### src/rtl/pc_stack_sequencer.sv
// ---------------------------------------------------------------------------
// pc_stack_sequencer
//   Program-counter sequencer. Each rising edge applies one command, and PC
//   drives the instruction-memory address. The supported commands are
//   absolute load, return, call, relative branch and increment. A small
//   internal LIFO holds return addresses. Sticky flags record a call made
//   while the stack is full and a return made while it is empty.
//
// Parameters
//   WIDTH  PC / address width (>= 2)
//   DEPTH  return-address stack entries (>= 1)
//   SPW    stack-count width, 2**SPW > DEPTH
//
// Ports
//   Clock        in   system clock, rising edge
//   resetn       in   asynchronous active-low reset
//   PCen         in   PC <= PC+1
//   wren         in   PC <= data
//   bren         in   PC <= PC + offset (two's complement)
//   call         in   push PC+1, PC <= data
//   ret          in   PC <= top of stack, pop
//   clr_err      in   synchronous clear of ovf_err / udf_err
//   data         in   absolute target for wren and call
//   offset       in   branch displacement
//   PC           out  registered program counter
//   sp           out  number of valid stack entries
//   stack_full   out  sp == DEPTH
//   stack_empty  out  sp == 0
//   ovf_err      out  sticky: call while full
//   udf_err      out  sticky: ret while empty
//
// Command priority, highest first: wren > ret > call > bren > PCen.
// With no command asserted, PC holds (stall).
// ---------------------------------------------------------------------------
module pc_stack_sequencer #(
   parameter int WIDTH = 6,
   parameter int DEPTH = 4,
   parameter int SPW   = 3
) (
   input  logic             Clock,
   input  logic             resetn,
   input  logic             PCen,
   input  logic             wren,
   input  logic             bren,
   input  logic             call,
   input  logic             ret,
   input  logic             clr_err,
   input  logic [WIDTH-1:0] data,
   input  logic [WIDTH-1:0] offset,
   output logic [WIDTH-1:0] PC,
   output logic [SPW-1:0]   sp,
   output logic             stack_full,
   output logic             stack_empty,
   output logic             ovf_err,
   output logic             udf_err
);

   localparam int AW = (DEPTH > 1) ? $clog2(DEPTH) : 1;
   localparam logic [SPW-1:0]   SP_FULL = SPW'(DEPTH);
   localparam logic [SPW-1:0]   SP_ONE  = SPW'(1);
   localparam logic [WIDTH-1:0] PC_ONE  = WIDTH'(1);

   logic [WIDTH-1:0] stack_mem [DEPTH];

   logic [WIDTH-1:0] pc_plus1;
   logic [WIDTH-1:0] pc_nxt;
   logic [SPW-1:0]   sp_nxt;
   logic [AW-1:0]    push_idx;
   logic [AW-1:0]    pop_idx;
   logic             push;
   logic             ovf_set;
   logic             udf_set;

   assign stack_full  = (sp == SP_FULL);
   assign stack_empty = (sp == '0);

   // Both additions wrap modulo 2**WIDTH by truncation. A call at the top
   // address therefore pushes 0.
   assign pc_plus1 = PC + PC_ONE;
   assign push_idx = AW'(sp);
   assign pop_idx  = AW'(sp - SP_ONE);

   always_comb begin
      pc_nxt  = PC;
      sp_nxt  = sp;
      push    = 1'b0;
      ovf_set = 1'b0;
      udf_set = 1'b0;
      if (wren) begin
         pc_nxt = data;
      end else if (ret) begin
         if (stack_empty) begin
            udf_set = 1'b1;
         end else begin
            pc_nxt = stack_mem[pop_idx];
            sp_nxt = sp - SP_ONE;
         end
      end else if (call) begin
         // A call while full is dropped entirely: no push and no jump.
         if (stack_full) begin
            ovf_set = 1'b1;
         end else begin
            push   = 1'b1;
            pc_nxt = data;
            sp_nxt = sp + SP_ONE;
         end
      end else if (bren) begin
         pc_nxt = PC + offset;
      end else if (PCen) begin
         pc_nxt = pc_plus1;
      end
   end

   always_ff @(posedge Clock or negedge resetn) begin
      if (!resetn) begin
         PC      <= '0;
         sp      <= '0;
         ovf_err <= 1'b0;
         udf_err <= 1'b0;
      end else begin
         PC      <= pc_nxt;
         sp      <= sp_nxt;
         // A new error in the same cycle as clr_err leaves the flag set.
         ovf_err <= ovf_set | (ovf_err & ~clr_err);
         udf_err <= udf_set | (udf_err & ~clr_err);
      end
   end

   // Stack storage is not reset because its contents are meaningless while
   // sp is 0. Pushes are still gated by resetn, so a call that overlaps reset
   // leaves nothing behind.
   always_ff @(posedge Clock) begin
      if (push && resetn) begin
         stack_mem[push_idx] <= pc_plus1;
      end
   end

endmodule

### config.mk
export PLATFORM = sky130hd
export DESIGN_NAME = pc_stack_sequencer
export DESIGN_NICKNAME = d
export VERILOG_FILES = /design/src/rtl/pc_stack_sequencer.sv
export SDC_FILE = /design/constraint.sdc
export NUM_CORES = 1
export LEC_CHECK = 0
export BUFFER_PORTS_ARGS = -buffer_cell sky130_fd_sc_hd__buf_2
export CORE_MARGIN = 4
export CORE_UTILIZATION = 50
export DETAILED_ROUTE_END_ITERATION = 8
export GPL_ROUTABILITY_DRIVEN = 0
export PLACE_DENSITY = 0.72
export SLEW_MARGIN = 10
export SYNTH_ARGS = -nofsm -noshare
export SYNTH_HDL_FRONTEND = slang
export SYNTH_SLANG_ARGS = --single-unit
### constraint.sdc
create_clock -name Clock -period 4.5 [get_ports Clock]
set_input_delay 0.9 -clock Clock [delete_from_list [all_inputs] [get_ports Clock]]
set_output_delay 0.9 -clock Clock [all_outputs]
set_load 0.02 [all_outputs]
======== Yosys cells after proc, flatten, opt, wreduce, memory -nomap -nowiden ========
Memories as Yosys holds them, arrays and structs flattened.
Cells that the tools add are included.
Widths: inputs -> output; s select.
operators by class
  add/subtract/negate cells ............... 4
  muxes and demuxes ....................... 24
  equal/unequal tests ..................... 5
  bitwise logic cells ..................... 6
  reduce and logical (&&, ||, !) cells .... 6
operators by type and width
  kind                 count
  $mux 6               7
  $mux 1               13
  $mux 3               4
  $add 6x1->6 const B  1
  $add 6x6->6          1
  $reduce_bool 5->1    1
  $ne 2x2->1 const B   2
  $ne 4x4->1 const B   1
  $reduce_and 4->1     1
  $add 3x1->3 const B  1
  $eq 3x3->1 const B   1
  $logic_not 3->1      1
  $ne 3x3->1 const B   1
  $reduce_and 3->1     1
  $sub 3x1->3 const B  1
  $and 1x1->1          2
  $not 1->1            2
  $or 1x1->1           2
  $reduce_bool 2->1    1
  $logic_and 1x1->1    1
storage, ports and cells
  bits of input ports ..................... 20
  register bits ........................... 11
  output and inout port bits .............. 13
  RAM bits ................................ 24
  logic and storage cells ................. 50
  memories ................................ 1
memory list
  memory     depth  width  read ports  clocked after Yosys merged registers in  wr ports  RTL line  RTL
  stack_mem  4      6      1           0                                        1         63        logic [WIDTH-1:0] stack_mem [DEPTH];

======== Logic depth before layout (Yosys ltp) ========
  depth after elaboration ................. 8
  depth in mapped cells ................... 9
  mapped depth without buffers ............ 8

======== Worst setup path before layout ========
OpenSTA, ideal clock, no wires.
  path type ............................... input to register
  start ................................... input offset[0]
  end ..................................... register PC[2]
  cell stages on the path ................. 8
  setup time .............................. 0.122 ns
  required time ........................... 4.378 ns
  buffers on the path ..................... 0
  path slack .............................. 2.064 ns
  arrival time ............................ 2.315 ns
  cell sequence ........................... ha_1 inv_1 fa_1 xnor2_1 mux2i_1 a21oi_1 a311o_1 a32o_1
on the way
  word-level cells in the longest chain between the ends .. 5
ends and longest elaborated chain
  what                  RTL line  RTL
  from (decl)           49        input logic [WIDTH-1:0] offset,
  $add 6x6->6           108       pc_nxt = PC + offset;
  $mux 6                107       end else if (bren) begin
  $mux 6                98        end else if (call) begin
  $mux 6                91        end else if (ret) begin
  $mux 6                89        if (wren) begin
  to (signal assigned)  121       PC <= pc_nxt;
  to (decl)             50        output logic [WIDTH-1:0] PC,
No other way between the ends.
A chain may end at the register's enable or synchronous reset.

======== Worst setup path in the final report ========
  start ................................... register sp[0]
  end ..................................... output stack_empty
on the way
  word-level cells in the longest chain between the ends .. 1
ends and longest elaborated chain
  what                    RTL line  RTL
  from (decl)             51        output logic [SPW-1:0] sp,
  from (signal assigned)  122       sp <= sp_nxt;
  $logic_not 3->1         75        assign stack_empty = (sp == '0);
  to (decl)               53        output logic stack_empty,
No other way between the ends.

==> results.md <==
- Area growth, synth to finish: 14.0%
- Row count: 23
- Data arrival, critical path: 1.80 ns
- Wire length per cell: 17.4 um
- Register area: 996 um2
- I/O pin count: 33
- Synth unique cells: 48
- Peak Freq: 0.370 GHz
- Multi-input gate area: 997 um2
- Xor/xnor cell area share of the yosys netlist: 0.0379
- Post-synthesis sequential area ratio: 0.479
- Root Buffer Master: clkbuf_8
- Max Fanout on Critical Path: 14
- Chip Width: 72.5 um
- Top_reg_cell synth: edfxtp_1
- Iteration-0 DRC Markers: 141
- Top cells by area, synth: edfxtp_1 (35%), dfrtp_1 (13%), ha_1 (6.6%), mux4_1 (5.1%), nor2_1 (2.5%)
- Hpwl dp: 3320 um
- First-pass GRT wire length: 7160 um
- FFs w/ async S/R, synth: 0.314
- Largest family of logic cells by synthesized area: compound AO/OA/AOI/OAI gates
- Reg-to-reg slack, setup: 1.98 ns
- Clk_lat worst skew: 0.29 ns
- Count of final max-slew check failures: 0
- Post-Synthesis Cells: 178
- CTS tree: yes
- Post-synth EDFFs: 24
- Pin count of the biggest net entering global routing: 19
- Endpoints failing hold: 0
- Post-CTS setup buffer count: 0
- Finished Layout Cells: 259
- Synth Register Bits: 35
- Top-area cell type share of the netlist area: 0.347
- Setup TNS: 0 ns
- Via density: 5.77
- Core Area: 0.00400 mm2
- Antenna viol nets, final: 0
- Status: finished, final reports clean
- Clock-pin slew on the worst setup and hold paths: 0.08 ns
- Clock Path Buffers: 2
- P_leak: 1.01 nW
- Crit path capture type: output port
- Multiplexer share of the synthesized area: 0.0909
- Tot Pwr: 1.28 mW
- Drt drc: 0
- Adder-cell share of the synthesized area: 0.0759
- Synth warnings: 0
- Num CTS Buffers: 5
- Most area-hungry cell type in the Yosys netlist: edfxtp_1
- Req. time, crit path: 3.60 ns
- Min Tclk post-route: 2.70 ns
- Max-Cap Viols: 0
- Number of global-route vias before repair: 1510
- Total gr overflow: 0
- Type of the most critical hold path: input port to asynchronous set/reset pin
- Cell area after synthesis: 0.00208 mm2
- Fin nets: 240
- Finished Core Util: 0.592
- Crit path kind: flip-flop to output port
- Drt first pass iters: 4
- Global Route Usage Sum: 0.178
- Least-Margin Pin Slew: 0.602 ns
- Die area: 0.00525 mm2
- Syn nets: 210
- Starting density of the core: 0.520
- # setup viols final: 0
- Die Y-Extent: 72.5 um
- Sink Count: 35
- Skew final: 0.00809 ns
- Period utilization: 0.600
- N_diodes: 0
- CTS resizes: 0
- Startpoint Class: flip-flop
- Vias: 1495
- Simple-gate portion of the synthesized area: 0.129
- RSZ-0062 raised after global routing: false
- Pwr per Cell Area: 538 mW/mm2
- Placed instance count: 251
- Layout cells sized above 1: 0.215
- Port Buffers: 32
- Final wirelength: 4510 um
- Layout fillers: 333
- Slew headroom: 0.597
- Synth Area in Compound Gates: 0.146
- Mean Syn Cell Area: 11.7 um2
- VDD IR max: 0.247 mV
- H-tree levels: 2
- Initial antenna violation count: 0
- Post-cts hold buffer count: 0
[worst max-delay path: stages, from the launching register on]
cell	delay, ns
dfrtp_1	0.69
inv_1	0.19
ha_1	0.29
nand2b_1	0.14
inv_1	0.06
buf_2	0.16
[flip-flops by register name, indices dropped and copies added, names as in the netlist]
signal	count
stack_mem	24
sp	3
ovf_err	1
PC	6
udf_err	1
[through the flow]
stage | hold slack, ns | setup slack (ns) | instance area (um2)
4_1_cts | 0.483 | 1.76 | 2370
3_3_place_gp | 0.505 | 1.92 | 2250
3_5_place_dp | 0.497 | 1.84 | 2250
5_1_grt | 0.496 | 1.64 | 2370
6_report | 0.487 | 1.80 | 2370
2_1_floorplan | 0.604 | 2.06 | 2080
[layout make-up]
cell class,count,area share
repair buffers,32,0.0676
clock inverters,3,0.0195
clock buffers,5,0.0291
flip-flops and latches,35,0.420
inverters,10,0.0158
well taps,50,0.0264
multi-input cells,124,0.421
[kinds of logic (layout without fill, tap and decap cells)]
logic type	count (synthesis)	after routing
and+or+nand+nor	49	49
AOI/OAI and AO/OA	43	43
DFF	35	35
buffers and inverters	19	50
adders and majority gates	12	12
muxes	11	11
xor gates and xnor gates	9	9
[layout by cell type (no fill, tap or decap), types with 6 or more instances in the layout]
master	instances
a21oi_1	8
nor2_1	14
ha_1	11
nand2_1	7
inv_1	10
edfxtp_1	24
o21ai_0	6
dfrtp_1	11
xnor2_1	6
buf_2	32
[synth_stat cells (4+ instances only)]
master	number
dfrtp_1	11
a22oi_1	4
nand2_1	7
mux4_1	4
mux2i_1	5
and2_1	4
nor2_1	14
inv_1	10
nand2b_1	5
ha_1	11
a21oi_1	8
o21ai_0	6
a211oi_1	5
buf_2	5
xnor2_1	6
edfxtp_1	24
[report_power, final]
part / internal [mW] / switching (mW) / leakage (nW) / total (mW)
registers: 0.412 / 0.0704 / 0.348 / 0.483
clock network: 0.167 / 0.119 / 0.0548 / 0.286
logic: 0.227 / 0.280 / 0.611 / 0.507
total: 0.806 / 0.469 / 1.01 / 1.28
[path summary, 6_finish.rpt]
path                                     endpoint         startpoint  cells past startpoint
worst min-delay path            PC[0]$_DFFE_PN0P_             resetn                      1
worst max-delay path                  stack_empty  sp[0]$_DFFE_PN0P_                      5
max in group asynchronous       PC[2]$_DFFE_PN0P_             resetn                      1
worst max register to register  PC[4]$_DFFE_PN0P_  sp[0]$_DFFE_PN0P_                      7
worst min register to register  ovf_err$_DFF_PN0_  ovf_err$_DFF_PN0_                      1
min in group Clock              ovf_err$_DFF_PN0_  ovf_err$_DFF_PN0_                      1
[layer usage]
metal  up-vias  track usage  part of all wire
li1        723            -                 -
met1       715        0.220              0.43
met2        49        0.304              0.50
met3         8       0.0346             0.053
met4         0       0.0738             0.021
met5         -            0                 0
Power figures use the tool's default switching activity.
